[config.mk]
export PLATFORM = sky130hd
export DESIGN_NAME = fetch_unit
export DESIGN_NICKNAME = d
export VERILOG_FILES = /design/src/rtl/fetch_unit.sv
export SDC_FILE = /design/constraint.sdc
export NUM_CORES = 1
export LEC_CHECK = 0
export CORE_ASPECT_RATIO = 1.1
export CORE_MARGIN = 3
export CORE_UTILIZATION = 25
export DETAILED_ROUTE_END_ITERATION = 8
export HOLD_SLACK_MARGIN = 0.08
export PLACE_DENSITY_LB_ADDON = 0.2
export SYNTH_ARGS = -nofsm -noshare
export SYNTH_HDL_FRONTEND = slang
export SYNTH_SLANG_ARGS = --single-unit
[constraint.sdc]
create_clock -name i_clk -period 7.4 [get_ports i_clk]
set_clock_uncertainty 0.2 [all_clocks]
set_input_delay 1.48 -clock i_clk [delete_from_list [all_inputs] [get_ports i_clk]]
set_output_delay 1.48 -clock i_clk [all_outputs]
set_load 0.01 [all_outputs]
[src/rtl/fetch_unit.sv]
// Instruction-fetch stage: owns the PC, drives instruction memory over a
// req/ready handshake, and loads the IF/ID register under redirect/kill/stall.
module fetch_unit #(
  parameter logic [31:0] RESET_PC = 32'h0000_0000
) (
  input  logic        i_clk,
  input  logic        i_rst,
  input  logic [1:0]  i_pc_src,
  input  logic        i_kill1,
  input  logic [31:0] i_jump_target,
  input  logic [31:0] i_branch_target,
  input  logic        i_stall,
  output logic        o_imem_req,
  output logic [31:0] o_imem_addr,
  input  logic        i_imem_ready,
  input  logic [31:0] i_imem_data,
  output logic [31:0] o_ifid_instr,
  output logic [31:0] o_ifid_pc4,
  output logic        o_ifid_valid
);

  typedef enum logic [1:0] {BOOT, FETCH, DROP, HOLD} state_t;

  state_t      state, state_n;
  logic [31:0] pc, pc_n;
  logic [31:0] pend, pend_n;
  logic [31:0] hold, hold_n;
  logic [31:0] instr_n, pc4_n;
  logic        valid_n;

  logic        redirect;
  logic [31:0] target;
  logic [31:0] pc_plus4;

  assign redirect = (i_pc_src != 2'b00);
  assign target   = ((i_pc_src == 2'b01) ? i_jump_target : i_branch_target) & 32'hFFFF_FFFC;
  assign pc_plus4 = pc + 32'd4;

  // Request and address depend on state and pc only.
  assign o_imem_req  = (state == FETCH) || (state == DROP);
  assign o_imem_addr = pc;

  always_comb begin
    state_n = state;
    pc_n    = pc;
    pend_n  = pend;
    hold_n  = hold;
    instr_n = o_ifid_instr;
    pc4_n   = o_ifid_pc4;
    valid_n = o_ifid_valid;
    case (state)
      BOOT: begin
        state_n = FETCH;
      end
      FETCH: begin
        if (redirect) begin
          valid_n = 1'b0;
          if (i_imem_ready) begin
            pc_n = target;
          end else begin
            pend_n  = target;
            state_n = DROP;
          end
        end else if (i_imem_ready) begin
          if (!i_stall) begin
            instr_n = i_imem_data;
            pc4_n   = pc_plus4;
            valid_n = 1'b1;
            pc_n    = pc_plus4;
          end else begin
            hold_n  = i_imem_data;
            state_n = HOLD;
          end
        end else begin
          state_n = FETCH;
        end
      end
      DROP: begin
        // The stale transfer must finish before the latest target is issued.
        valid_n = 1'b0;
        if (i_imem_ready) begin
          pc_n    = redirect ? target : pend;
          state_n = FETCH;
        end else if (redirect) begin
          pend_n = target;
        end else begin
          state_n = DROP;
        end
      end
      HOLD: begin
        if (redirect) begin
          pc_n    = target;
          valid_n = 1'b0;
          state_n = FETCH;
        end else if (!i_stall) begin
          instr_n = hold;
          pc4_n   = pc_plus4;
          valid_n = 1'b1;
          pc_n    = pc_plus4;
          state_n = FETCH;
        end else begin
          state_n = HOLD;
        end
      end
      default: begin
        state_n = BOOT;
      end
    endcase
    // Kill wins over any IF/ID load in every state.
    if (i_kill1) begin
      instr_n = o_ifid_instr;
      pc4_n   = o_ifid_pc4;
      valid_n = 1'b0;
    end else begin
      valid_n = valid_n;
    end
  end

  always_ff @(posedge i_clk) begin
    if (i_rst) begin
      state        <= BOOT;
      pc           <= RESET_PC;
      pend         <= 32'h0000_0000;
      hold         <= 32'h0000_0000;
      o_ifid_instr <= 32'h0000_0000;
      o_ifid_pc4   <= 32'h0000_0000;
      o_ifid_valid <= 1'b0;
    end else begin
      state        <= state_n;
      pc           <= pc_n;
      pend         <= pend_n;
      hold         <= hold_n;
      o_ifid_instr <= instr_n;
      o_ifid_pc4   <= pc4_n;
      o_ifid_valid <= valid_n;
    end
  end

endmodule

# Yosys cells after proc, flatten, opt, wreduce, memory -nomap -nowiden
# Index checks and enable logic that the tools add are counted.
[op_classes]
addsub = 1
eq_ne = 17
mux = 38
bitwise_logic = 2
reduce_logical = 14
[op_table]
columns = ["operator", "count"]
rows = [
  ["$mux W32", 20],
  ["$pmux W32 S2", 3],
  ["$pmux W32 S3", 1],
  ["$add A32 B3 Y32 const B", 1],
  ["$ne A2 B2 Y1 const B", 9],
  ["$mux W2", 8],
  ["$ne A3 B3 Y1 const B", 4],
  ["$pmux W2 S4", 1],
  ["$reduce_and A4 Y1", 2],
  ["$reduce_and A7 Y1", 1],
  ["$reduce_and A3 Y1", 2],
  ["$reduce_bool A2 Y1", 3],
  ["$reduce_and A5 Y1", 1],
  ["$eq A2 B1 Y1 const B", 2],
  ["$eq A2 B2 Y1 const B", 2],
  ["$mux W1", 4],
  ["$pmux W1 S3", 1],
  ["$reduce_bool A3 Y1", 1],
  ["$logic_not A2 Y1", 1],
  ["$not A1 Y1", 2],
  ["$reduce_and A2 Y1", 1],
  ["$reduce_or A2 Y1", 1],
  ["$logic_or A1 B1 Y1", 1],
]
[totals]
reg_bits = 163
inputBits = 103
out_inout_bits = 98
elab_cells = 79

# Logic depth before layout (Yosys ltp)
# Gate-level depths: netlist of run 1.
[depth]
ltp_word = 5
mapped_depth = 10
mapped_depth_nobuf = 7

# Least setup slack after synthesis of run 1
# Ideal clock, no wire load.
[synth_path]
path_type = "input-to-reg"
from = "in i_pc_src[1]"
to = "reg pc[28] (netlist: o_imem_addr[28])"
setup_time_ps = 124
t_arrival_ps = 2992
t_required_ps = 7076
path_slack_ps = 4084
stages = 8
path_buffers = 3
cell_sequence = "buf_6 -> or2_0 -> clkbuf_1 -> or4_1 -> clkbuf_1 -> a21o_1 -> o31ai_1 -> a21oi_1"
[synth_via]
elab_chain_cells = 5
word_cells_on_any_way = 9
cone_classes = "eq/ne (1); mux (7); reduce/logical (1)"
[synth_lines]
columns = ["item", "line_no", "rtl"]
rows = [
  ["start: declaration", "8", "input logic [1:0] i_pc_src,"],
  ["$eq A2 B1 Y1", "36", "assign target = ((i_pc_src == 2'b01) ? i_jump_target : i_branch_target) & 32'hFFFF_FFFC;"],
  ["$mux W32", "36", ""],
  ["$mux W32, on equally long branches", "n/a", ""],
  ["$mux W32, on equally long branches", "81, 56", ""],
  ["$pmux W32 S3 *", "51", "case (state)"],
  ["end signal: assignment", "130", "pc <= pc_n;"],
  ["end: declaration", "25", "logic [31:0] pc, pc_n;"],
]
# Mark *: on every way between the ends. The rest lies on a longest branch, timed or not. The select of a mux whose other input is x is not followed.
# A chain may end at the register's enable or synchronous reset.

# Worst setup path in the final report of run 1
[layout_path]
from = "in i_pc_src[1]"
to = "reg pend[20]"
[layout_via]
elab_chain_cells = 5
word_cells_on_any_way = 10
cone_classes = "eq/ne (2); mux (6); reduce/logical (2)"
[layout_lines]
columns = ["item", "line_no", "rtl"]
rows = [
  ["$eq A2 B1 Y1", "36", ""],
  ["$mux W32", "36", ""],
  ["$mux W32, on equally long branches", "84, 58", ""],
  ["$mux W32, on equally long branches", "81, 56", ""],
  ["$pmux W32 S2", "51", ""],
  ["end signal: assignment", "131", "pend <= pend_n;"],
  ["end: declaration", "26", "logic [31:0] pend, pend_n;"],
]
# Several ways; a longest one is shown, not always the timed one. The select of a mux whose other input is x is not followed.

==> summary.md, run 1 <==
| Metric | Value |
|---|---|
| CTS hold repair buffers | 0 |
| Number of max-cap violations | 0 |
| Hold WC Path Type | reg -> reg |
| Clk slew on worst S/H paths | 70 ps |
| Cells after Synth | 1000 |
| Register area share after synthesis | 40.25% |
| Drt pass-1 iters | 7 |
| Number of global-route vias before repair | 7240 |
| Normalized max-slew margin | 25.11% |
| CP startpoint kind | input port |
| Critical Path Sink Type | flop |
| Pin count of the biggest net entering global routing | 85 |
| Nets | 1250 |
| Hold WS | 252.8 ps |
| Final TNS setup | 0 ps |
| Post-detailed-route count of antenna-violating nets | 0 |
| RSZ-0062 raised after global routing | false |
| Placed cell count | 1543 |
| GRT overflow | 0 |
| Drt drc | 0 |
| Status | finished, final reports clean |
| Diode count | 0 |
| WS Path Type | in -> reg |
| Final Util | 34.43% |
| Fin. max-slew vios | 0 |
| Syn nets | 1108 |
| Period utilisation layout | 58.93% |
| Cell Rows | 68 |
| Period minus WS final | 4361 ps |
| Initial core utilization | 25.62% |
| Worst-Skew Late Latency | 430 ps |
| Layout cells sized above 1 | 6.061% |
| Pint | 1.732 mW |
| CTS sink cnt | 163 |
| DRT iter0 DRCs | 449 |
| Most common cell after layout, fill and taps aside | clkdlybuf4s50_1 |
| Slew @ Worst Pin | 1122 ps |
| Most frequent cells in the layout | clkdlybuf4s50_1 (194), nand2_1 (164), dfxtp_1 (163), nor2_1 (92), a21oi_1 (85) |
| Clk buf depth | 2 |
| Unique cell type count in the Yosys netlist | 68 |
| Ports | 201 |
| Logic pwr share | 21.0% |
| Peak supply drop | 171.0 uV |
| Area leader, netlist | dfxtp_1 |
| Total CTS buffers | 17 |
| Switching Share | 30.13% |
| Sequential Power Share | 41.8% |
| Routed vias/inst | 4.808 |
| Initial antenna violation count | 0 |
| DIE HEIGHT | 194.9 um |
| WP data required | 7530 ps |
| Final hold violation count | 0 |
| CTS tree | done |
| Area Growth Syn to Fin | 34.41% |
| Max Clk Rate | 229.3 MHz |
| First-pass GRT wire length | 42.24 mm |
| Final WL | 27.42 mm |
| Port bufs | 196 |
| Arrival @ worst endpoint | 4500 ps |
| Syn. warnings | 0 |
| Leakage power | 3.534 nW |
| Placer Congestion | 0.8012 |
| Pwr dens | 227.5 nW/um^2 |
| Post-DP HPWL | 19.25 mm |
| EDFF count, synth | 0 |
| Root Driver | clkbuf_16 |
| CTS H-tree depth | 4 |
| Largest cells by area after synthesis | dfxtp_1 (40%), nand2_1 (7.6%), mux2i_1 (6.2%), a21oi_1 (5.2%), a211oi_1 (5.0%) |
| Yosys reg bits | 163 |
| Tot Pwr | 2.479 mW |
| Post-Syn Area | 8108 um^2 |
| NetSw | 0.7469 mW |
| Wire per inst | 17.41 um |
| Routed vias | 7572 |
| Core Area | 31650 um^2 |
| Global Route Usage Sum | 15.61% |
| Clock share of power | 37.2% |
| Die X | 177.7 um |
| Asr flop ratio synth | 0% |
| Share of the synthesized area in the top cell type | 40.25% |
| Die area | 34630 um^2 |
| Post-cts resize count | 0 |
| Post-synth top flop | dfxtp_1 |
| Crit path max fanout | 44 |
| Syn_area_per_cell | 8.108 um^2 |
| Final std cells w/o fill | 1575 |
| Setup violations, final | 0 |
| Post-CTS Setup Bufs | 0 |
-- registers in the layout, summed over array words and instances (netlist names) --
signal / count
state: 2
o_ifid_pc4: 32
o_ifid_valid: 1
hold: 32
o_ifid_instr: 32
pend: 32
o_imem_addr: 32
-- critical path: stages --
cell	delay, ps
clkdlybuf4s50_1	450
buf_4	410
clkinv_1	650
nand2_1	830
buf_4	320
nand2_1	80
a311oi_1	260
-- area by class of cell --
| class | count | area (um^2) |
|---|---|---|
| clock buffers | 20 | 446.7 |
| clock inverters | 12 | 153.9 |
| well taps | 420 | 525.5 |
| multi-input cells | 732 | 4378 |
| fillers | 3322 | 20750 |
| repair buffers | 211 | 2067 |
| inverters | 17 | 63.81 |
| flip-flops and latches | 163 | 3263 |
-- cell usage after synthesis, types with 7 or more instances --
cell type  number
nand2_1       164
dfxtp_1       163
nor2_1         92
a21oi_1        85
clkbuf_1       62
o21ai_0        60
a211oi_1       54
mux2i_1        50
a311oi_1       30
xnor2_1        18
inv_1          16
nor3_1         15
nand2b_1       14
nand3_1        13
buf_2          11
nor2b_1        11
o311ai_0       10
nand4_1         9
a31oi_1         7
nor4_1          7
o211ai_1        7
xor2_1          7
-- kinds of logic after synthesis --
group                      count (synthesis)  share of synthesized area [%]
buffers and inverters                    105                          6.142
AOI/OAI and AO/OA                        295                          24.06
xor gates and xnor gates                  25                          2.701
DFF                                      163                          40.25
adders and majority gates                  5                         0.7716
muxes                                     52                          6.451
and+or+nand+nor                          355                          19.63
-- per-stage QoR --
step | area (um^2) | worst slack [ps]
2_1_floorplan | 8108 | 4084
3_3_place_gp | 10300 | 2544
3_5_place_dp | 10300 | 2541
4_1_cts | 10900 | 2999
5_1_grt | 10900 | 2718
6_report | 10900 | 3039
-- path summary, 6_finish.rpt --
kind                    start               to  slack (ps)  cells past startpoint
hold / removal       hold[11]         hold[11]         250                      2
hold reg to reg      hold[11]         hold[11]         250                      2
setup / recovery  i_pc_src[1]         pend[20]        3040                      7
setup reg to reg     state[0]  o_imem_addr[12]        4200                      8
-- per-layer routing --
metal,global-route usage (%),vias to the layer above,part of all wire [%]
li1,-,3878,-
met1,21.64,3471,48
met2,24.61,209,46
met3,3.361,14,4.8
met4,3.928,0,1.2
met5,0,-,0
-- power groups by stage --
stage	clock network [mW]	logic (mW)	registers [mW]
floorplan	0	0.298	1.04
finish	0.921	0.522	1.04
global route	0.994	0.578	1.05
detailed placement	0	0.525	1.06
CTS	0.963	0.527	1.04
global placement	0	0.522	1.05
No activity file was read; power rests on OpenSTA's default activity.
==> run 2: changes to the inputs <==
==> constraint.sdc (replaced) <==
create_clock -name i_clk -period 4.2 [get_ports i_clk]
set_clock_uncertainty 0.2 [all_clocks]
set_input_delay 0.84 -clock i_clk [delete_from_list [all_inputs] [get_ports i_clk]]
set_output_delay 0.84 -clock i_clk [all_outputs]
set_load 0.01 [all_outputs]
==> summary.md, run 2 (same netlist as run 1, synthesis figures left out) <==
| Metric | Value |
|---|---|
| Diode count | 0 (unchanged) |
| Placer Congestion | 0.8171 (+2.0%) |
| Root Driver | clkbuf_16 |
| Period utilisation layout | 72.79% |
| CTS hold repair buffers | 0 (unchanged) |
| Final hold violation count | 0 (unchanged) |
| Area Growth Syn to Fin | 36.20% |
| Layout cells sized above 1 | 7.198% (+1.1 points) |
| Top delay family on crit path | buffers and inverters |
| Nets | 1262 (+0.96%) |
| Most frequent cells in the layout | clkdlybuf4s50_1 (194), nand2_1 (164), dfxtp_1 (163), nor2_1 (92), a21oi_1 (85) |
| Number of max-cap violations | 0 (unchanged) |
| Met3 usage | 3.165% (-0.20 points) |
| Slew @ Worst Pin | 1052 ps (-69.72 ps) |
| Worst Hold Path EP | hold[18] |
| Drt pass-1 iters | 5 (-2) |
| DRT iter0 DRCs | 485 (+8.0%) |
| Worst flop-to-flop path endpoint | o_ifid_pc4[30] |
| Worst path max stage delay | 610 ps (-220 ps) |
| Hold Startpoint | hold[18] |
| GRT overflow | 0 (unchanged) |
| Post-CTS Setup Bufs | 0 (unchanged) |
| Post-cts resize count | 0 (unchanged) |
| Drt drc | 0 (unchanged) |
| Ports | 201 (unchanged) |
| Filler instances | 3366 (+1.3%) |
| Pwr dens | 402.3 nW/um^2 (+77%) |
| Setup violations, final | 0 (unchanged) |
| Leakage power | 3.618 nW (+2.4%) |
| Post-DP HPWL | 19.79 mm (+2.8%) |
| Launch point of the worst reg-to-reg path | o_imem_addr[2] |
| Routed vias/inst | 4.814 (+0.14%) |
| Core Area | 31650 um^2 (unchanged) |
| Global Route Usage Sum | 15.69% (+0.078 points) |
| Normalized max-slew margin | 29.77% (+4.7 points) |
| Final WL | 27.58 mm (+0.60%) |
| Status | finished, final reports clean |
| GR Layer Usage met2 | 24.41% (-0.20 points) |
| Initial antenna violation count | 0 (unchanged) |
| Fin. max-slew vios | 0 (unchanged) |
| Period minus WS final | 3057 ps |
| Die area | 34630 um^2 (unchanged) |
| Cell Rows | 68 (unchanged) |
| DIE HEIGHT | 194.9 um (unchanged) |
| Worst-Skew Late Latency | 420 ps (about the same) |
| First-pass GRT wire length | 42.77 mm (+1.2%) |
| Crit path max fanout | 16 (-64%) |
| Critical Path Sink Type | flop |
| Critical path cell sequence | clkdlybuf4s50_1, nor2b_1, buf_4, a211oi_4, buf_4, o21ai_0, a211oi_1 |
| Flop2flop setup slack | 1400 ps (-2800 ps) |
| Met1 usage | 22.07% (+0.44 points) |
| Number of global-route vias before repair | 7236 (-0.055%) |
| Port bufs | 196 (unchanged) |
| Worst Path Buf+Inv | 3 (-1) |
| CP most frequent cell | buf_4 |
| Most common cell after layout, fill and taps aside | clkdlybuf4s50_1 |
| CTS H-tree depth | 4 (unchanged) |
| Final TNS setup | 0 ps (unchanged) |
| Clk buf depth | 2 (unchanged) |
| RSZ-0062 raised after global routing | false |
| Max Clk Rate | 327.1 MHz |
| Total CTS buffers | 17 (unchanged) |
| WS Path Type | in -> reg |
| CTS tree | done |
| Die X | 177.7 um (unchanged) |
| Initial core utilization | 25.62% (unchanged) |
| Clk slew on worst S/H paths | 60 ps (about the same) |
| Tot Pwr | 4.442 mW (+79%) |
| CTS sink cnt | 163 (unchanged) |
| Post-detailed-route count of antenna-violating nets | 0 (unchanged) |
| WP data required | 4330 ps (-3200 ps) |
| Hold depth | 2 (unchanged) |
| Wire per inst | 17.38 um (-0.16%) |
| Arrival @ worst endpoint | 3190 ps (-1310 ps) |
| Busiest grt layer | met2 |
| Routed vias | 7640 (+0.90%) |
| Slowest stage cell, crit path | a211oi_4 |
| Peak supply drop | 302.4 uV (+77%) |
| CP startpoint kind | input port |
| Hold WC Path Type | reg -> reg |
| Pin count of the biggest net entering global routing | 71 (-16%) |
| R2R depth | 6 (-2) |
run 2: changes by cell type in the layout (fill, tap and decap cells not counted), moves of 2 or more:
cell	delta
clkbuf_1	-2
clkbuf_8	+3
clkinv_4	+2
buf_12	+2
buf_4	+10
run 2: worst register-to-register path, stage by stage, from the launching register on:
cell,delay [ps]
dfxtp_1,550
ha_1,270
nand4_1,290
or4_1,800
nor3_1,280
xnor2_1,190
a21oi_1,100
run 2: worst max path at each step:
stage | slack [ps] | cells after the start | end | start
6_report | 1140 | 7 | o_imem_addr[14] | i_stall
3_5_place_dp | 760 | 7 | o_imem_addr[14] | i_stall
4_1_cts | 1210 | 7 | o_imem_addr[14] | i_stall
3_3_place_gp | 770 | 7 | o_imem_addr[14] | i_stall
5_1_grt | 1000 | 7 | o_imem_addr[14] | i_stall
2_1_floorplan | 1520 | 8 | o_imem_addr[28] | i_pc_src[1]
run 2: per-layer routing:
| metal | share of wire, % | vias up |
|---|---|---|
| met4 | 1.4 | 0 |
| met3 | 5.0 | 18 |
| li1 | - | 3907 |
| met5 | 0 | - |
| met2 | 45 | 202 |
| met1 | 49 | 3513 |
run 2: per-stage QoR:
step                hold WS, ps  cell area, um^2  setup slack, ps  std cells  util, %
CTS                       256.1            11040             1212       1587    34.89
global placement          240.8            10410            767.1       1555    32.90
global route              270.7            11040            996.3       1587    34.89
detailed placement        247.3            10410            764.1       1555    32.90
finish                    252.4            11040             1143       1587    34.89
floorplan                 236.0             8108             1524       1000        -
run 2: area by class of cell:
cell class	count	area [um^2]	share of cell area [%]
flip-flops and latches	163	3263	29.55
clock buffers	21	480.5	4.351
inverters	17	63.81	0.5778
multi-input cells	732	4378	39.64
well taps	420	525.5	4.759
repair buffers	223	2182	19.76
clock inverters	11	150.1	1.360
run 2: power by group:
group	switching (mW)	internal [mW]	total, mW
logic	0.503	0.437	0.940
registers	0.148	1.68	1.83
clock network	0.671	1.00	1.67
==> run 3: changes to the inputs <==
==> constraint.sdc (replaced) <==
create_clock -name i_clk -period 2.65 [get_ports i_clk]
set_clock_uncertainty 0.2 [all_clocks]
set_input_delay 0.53 -clock i_clk [delete_from_list [all_inputs] [get_ports i_clk]]
set_output_delay 0.53 -clock i_clk [all_outputs]
set_load 0.01 [all_outputs]
==> summary.md, run 3 (same netlist as run 1, synthesis figures left out) <==
| Metric | Value |
|---|---|
| Period minus WS final | 2453 ps |
| Period utilisation layout | 92.57% |
| Arrival @ worst endpoint | 2560 ps (-630 ps) |
| Clk slew on worst S/H paths | 60 ps (about the same) |
| RSZ-0062 raised after global routing | false |
| Met1 wire length | 13.54 mm (+1.2%) |
| Die X | 177.7 um (unchanged) |
| Cell Area, Placed | 10910 um^2 (+4.7%) |
| Metal3 WL | 1.513 mm (+10%) |
| Diode count | 0 (unchanged) |
| Peak supply drop | 435.9 uV (+44%) |
| CP startpoint kind | flop |
| Initial antenna violation count | 0 (unchanged) |
| GRT overflow | 0 (unchanged) |
| Setup ws final | 196.9 ps (-946.1 ps) |
| DR WL met2 | 12.46 mm (+0.11%) |
| Design area | 11500 um^2 (+4.2%) |
| Cell Rows | 68 (unchanged) |
| Routed vias/inst | 4.790 (-0.51%) |
| Post-detailed-route count of antenna-violating nets | 0 (unchanged) |
| Post-CTS Setup Bufs | 0 (unchanged) |
| Hold WC Path Type | reg -> reg |
| Slew @ Worst Pin | 628.5 ps (-423.8 ps) |
| Most common cell after layout, fill and taps aside | clkdlybuf4s50_1 |
| Die area | 34630 um^2 (unchanged) |
| Number of global-route vias before repair | 7444 (+2.9%) |
| Max Clk Rate | 407.6 MHz |
| Top Metal Used | met4 |
| Worst-Skew Late Latency | 430 ps (about the same) |
| Area Growth Syn to Fin | 41.88% |
| CTS tree | done |
| Routed vias | 7831 (+2.5%) |
| CTS sink cnt | 163 (unchanged) |
| Most frequent cells in the layout | clkdlybuf4s50_1 (193), nand2_1 (164), dfxtp_1 (163), nor2_1 (92), a21oi_1 (85) |
| Global Route Usage Sum | 15.93% (+0.25 points) |
| WP data required | 2760 ps (-1570 ps) |
| Total CTS buffers | 17 (unchanged) |
| Wire per inst | 17.02 um (-2.1%) |
| Placer Congestion | 0.8402 (+2.8%) |
| Root Driver | clkbuf_16 |
| Setup violations, final | 0 (unchanged) |
| Drt pass-1 iters | 5 (unchanged) |
| First-pass GRT wire length | 43.64 mm (+2.0%) |
| Final hold violation count | 0 (unchanged) |
| Drt drc | 0 (unchanged) |
| Worst slack at placement | -30.05 ps (-794.1 ps) |
| Nets | 1311 (+3.9%) |
| Ports | 201 (unchanged) |
| Clk buf depth | 2 (unchanged) |
| Pwr dens | 617.4 nW/um^2 (+53%) |
| Port bufs | 196 (unchanged) |
| Layout cells sized above 1 | 10.78% (+3.6 points) |
| Critical Path Sink Type | flop |
| Final WL | 27.83 mm (+0.89%) |
| Number of max-cap violations | 0 (unchanged) |
| Pin count of the biggest net entering global routing | 66 (-7.0%) |
| CTS H-tree depth | 4 (unchanged) |
| Crit path max fanout | 7 (-9) |
| Leakage power | 3.882 nW (+7.3%) |
| CTS hold repair buffers | 0 (unchanged) |
| DIE HEIGHT | 194.9 um (unchanged) |
| Post-DP HPWL | 20.63 mm (+4.3%) |
| Status | finished, final reports clean |
| Initial core utilization | 25.62% (unchanged) |
| Fin. max-slew vios | 0 (unchanged) |
| DRT iter0 DRCs | 450 (-7.2%) |
| WS Path Type | reg -> reg |
| Normalized max-slew margin | 58.10% (+28 points) |
| Core Area | 31650 um^2 (unchanged) |
==> run 3: layout make-up <==
| type | instances | area, um^2 |
|---|---|---|
| multi-input cells | 732 | 4380 |
| fillers | 3313 | 20150 |
| clock inverters | 9 | 128.9 |
| inverters | 17 | 67.56 |
| repair buffers | 272 | 2674 |
| flip-flops and latches | 163 | 3263 |
| clock buffers | 22 | 464.2 |
| well taps | 420 | 525.5 |
==> run 3: critical path, cell delays in order, from the launching register on <==
cell	delay, ps
dfxtp_1	430
inv_1	110
ha_2	270
o21ba_2	280
or4_1	570
a21o_1	210
o31ai_1	210
a21oi_1	60
==> run 3: worst paths after layout <==
kind,from,to,slack (ps),depth (start not counted)
worst max-delay path,state[0],o_imem_addr[28],200,7
worst min-delay path,hold[11],hold[11],250,2
worst max register to register,state[0],o_imem_addr[28],200,7
worst min register to register,hold[11],hold[11],250,2
==> run 3: what timing repair did <==
action / in CTS / in global routing
endpoints found under the setup margin: 1 / 6
pin swaps: 0 / 0
resized for setup: 1 / 3
==> run 3: per-stage QoR <==
stage	cells	util, %	TNS [ps]	power, mW	hold slack, ps
5_1_grt	1635	36.35	0	7.470	273.2
3_3_place_gp	1604	34.46	-8.193	4.576	241.9
3_5_place_dp	1604	34.46	-33.40	4.595	247.7
4_1_cts	1635	36.33	0	7.208	256.4
2_1_floorplan	1000	-	0	3.748	236.0
6_report	1635	36.35	0	7.102	252.1
==> run 3: report_power, final <==
group	internal [mW]	switching [mW]	total, mW
Clock	1.53	1.04	2.57
Combinational	0.812	0.865	1.68
Sequential	2.66	0.193	2.86
Total	5.00	2.10	7.10
==> run 3: per-layer routing <==
layer  up-vias  global-route usage [%]
li1       3999                       -
met1      3613                   22.66
met2       206                   24.39
met3        13                   3.693
met4         0                   3.724
met5         -                       0
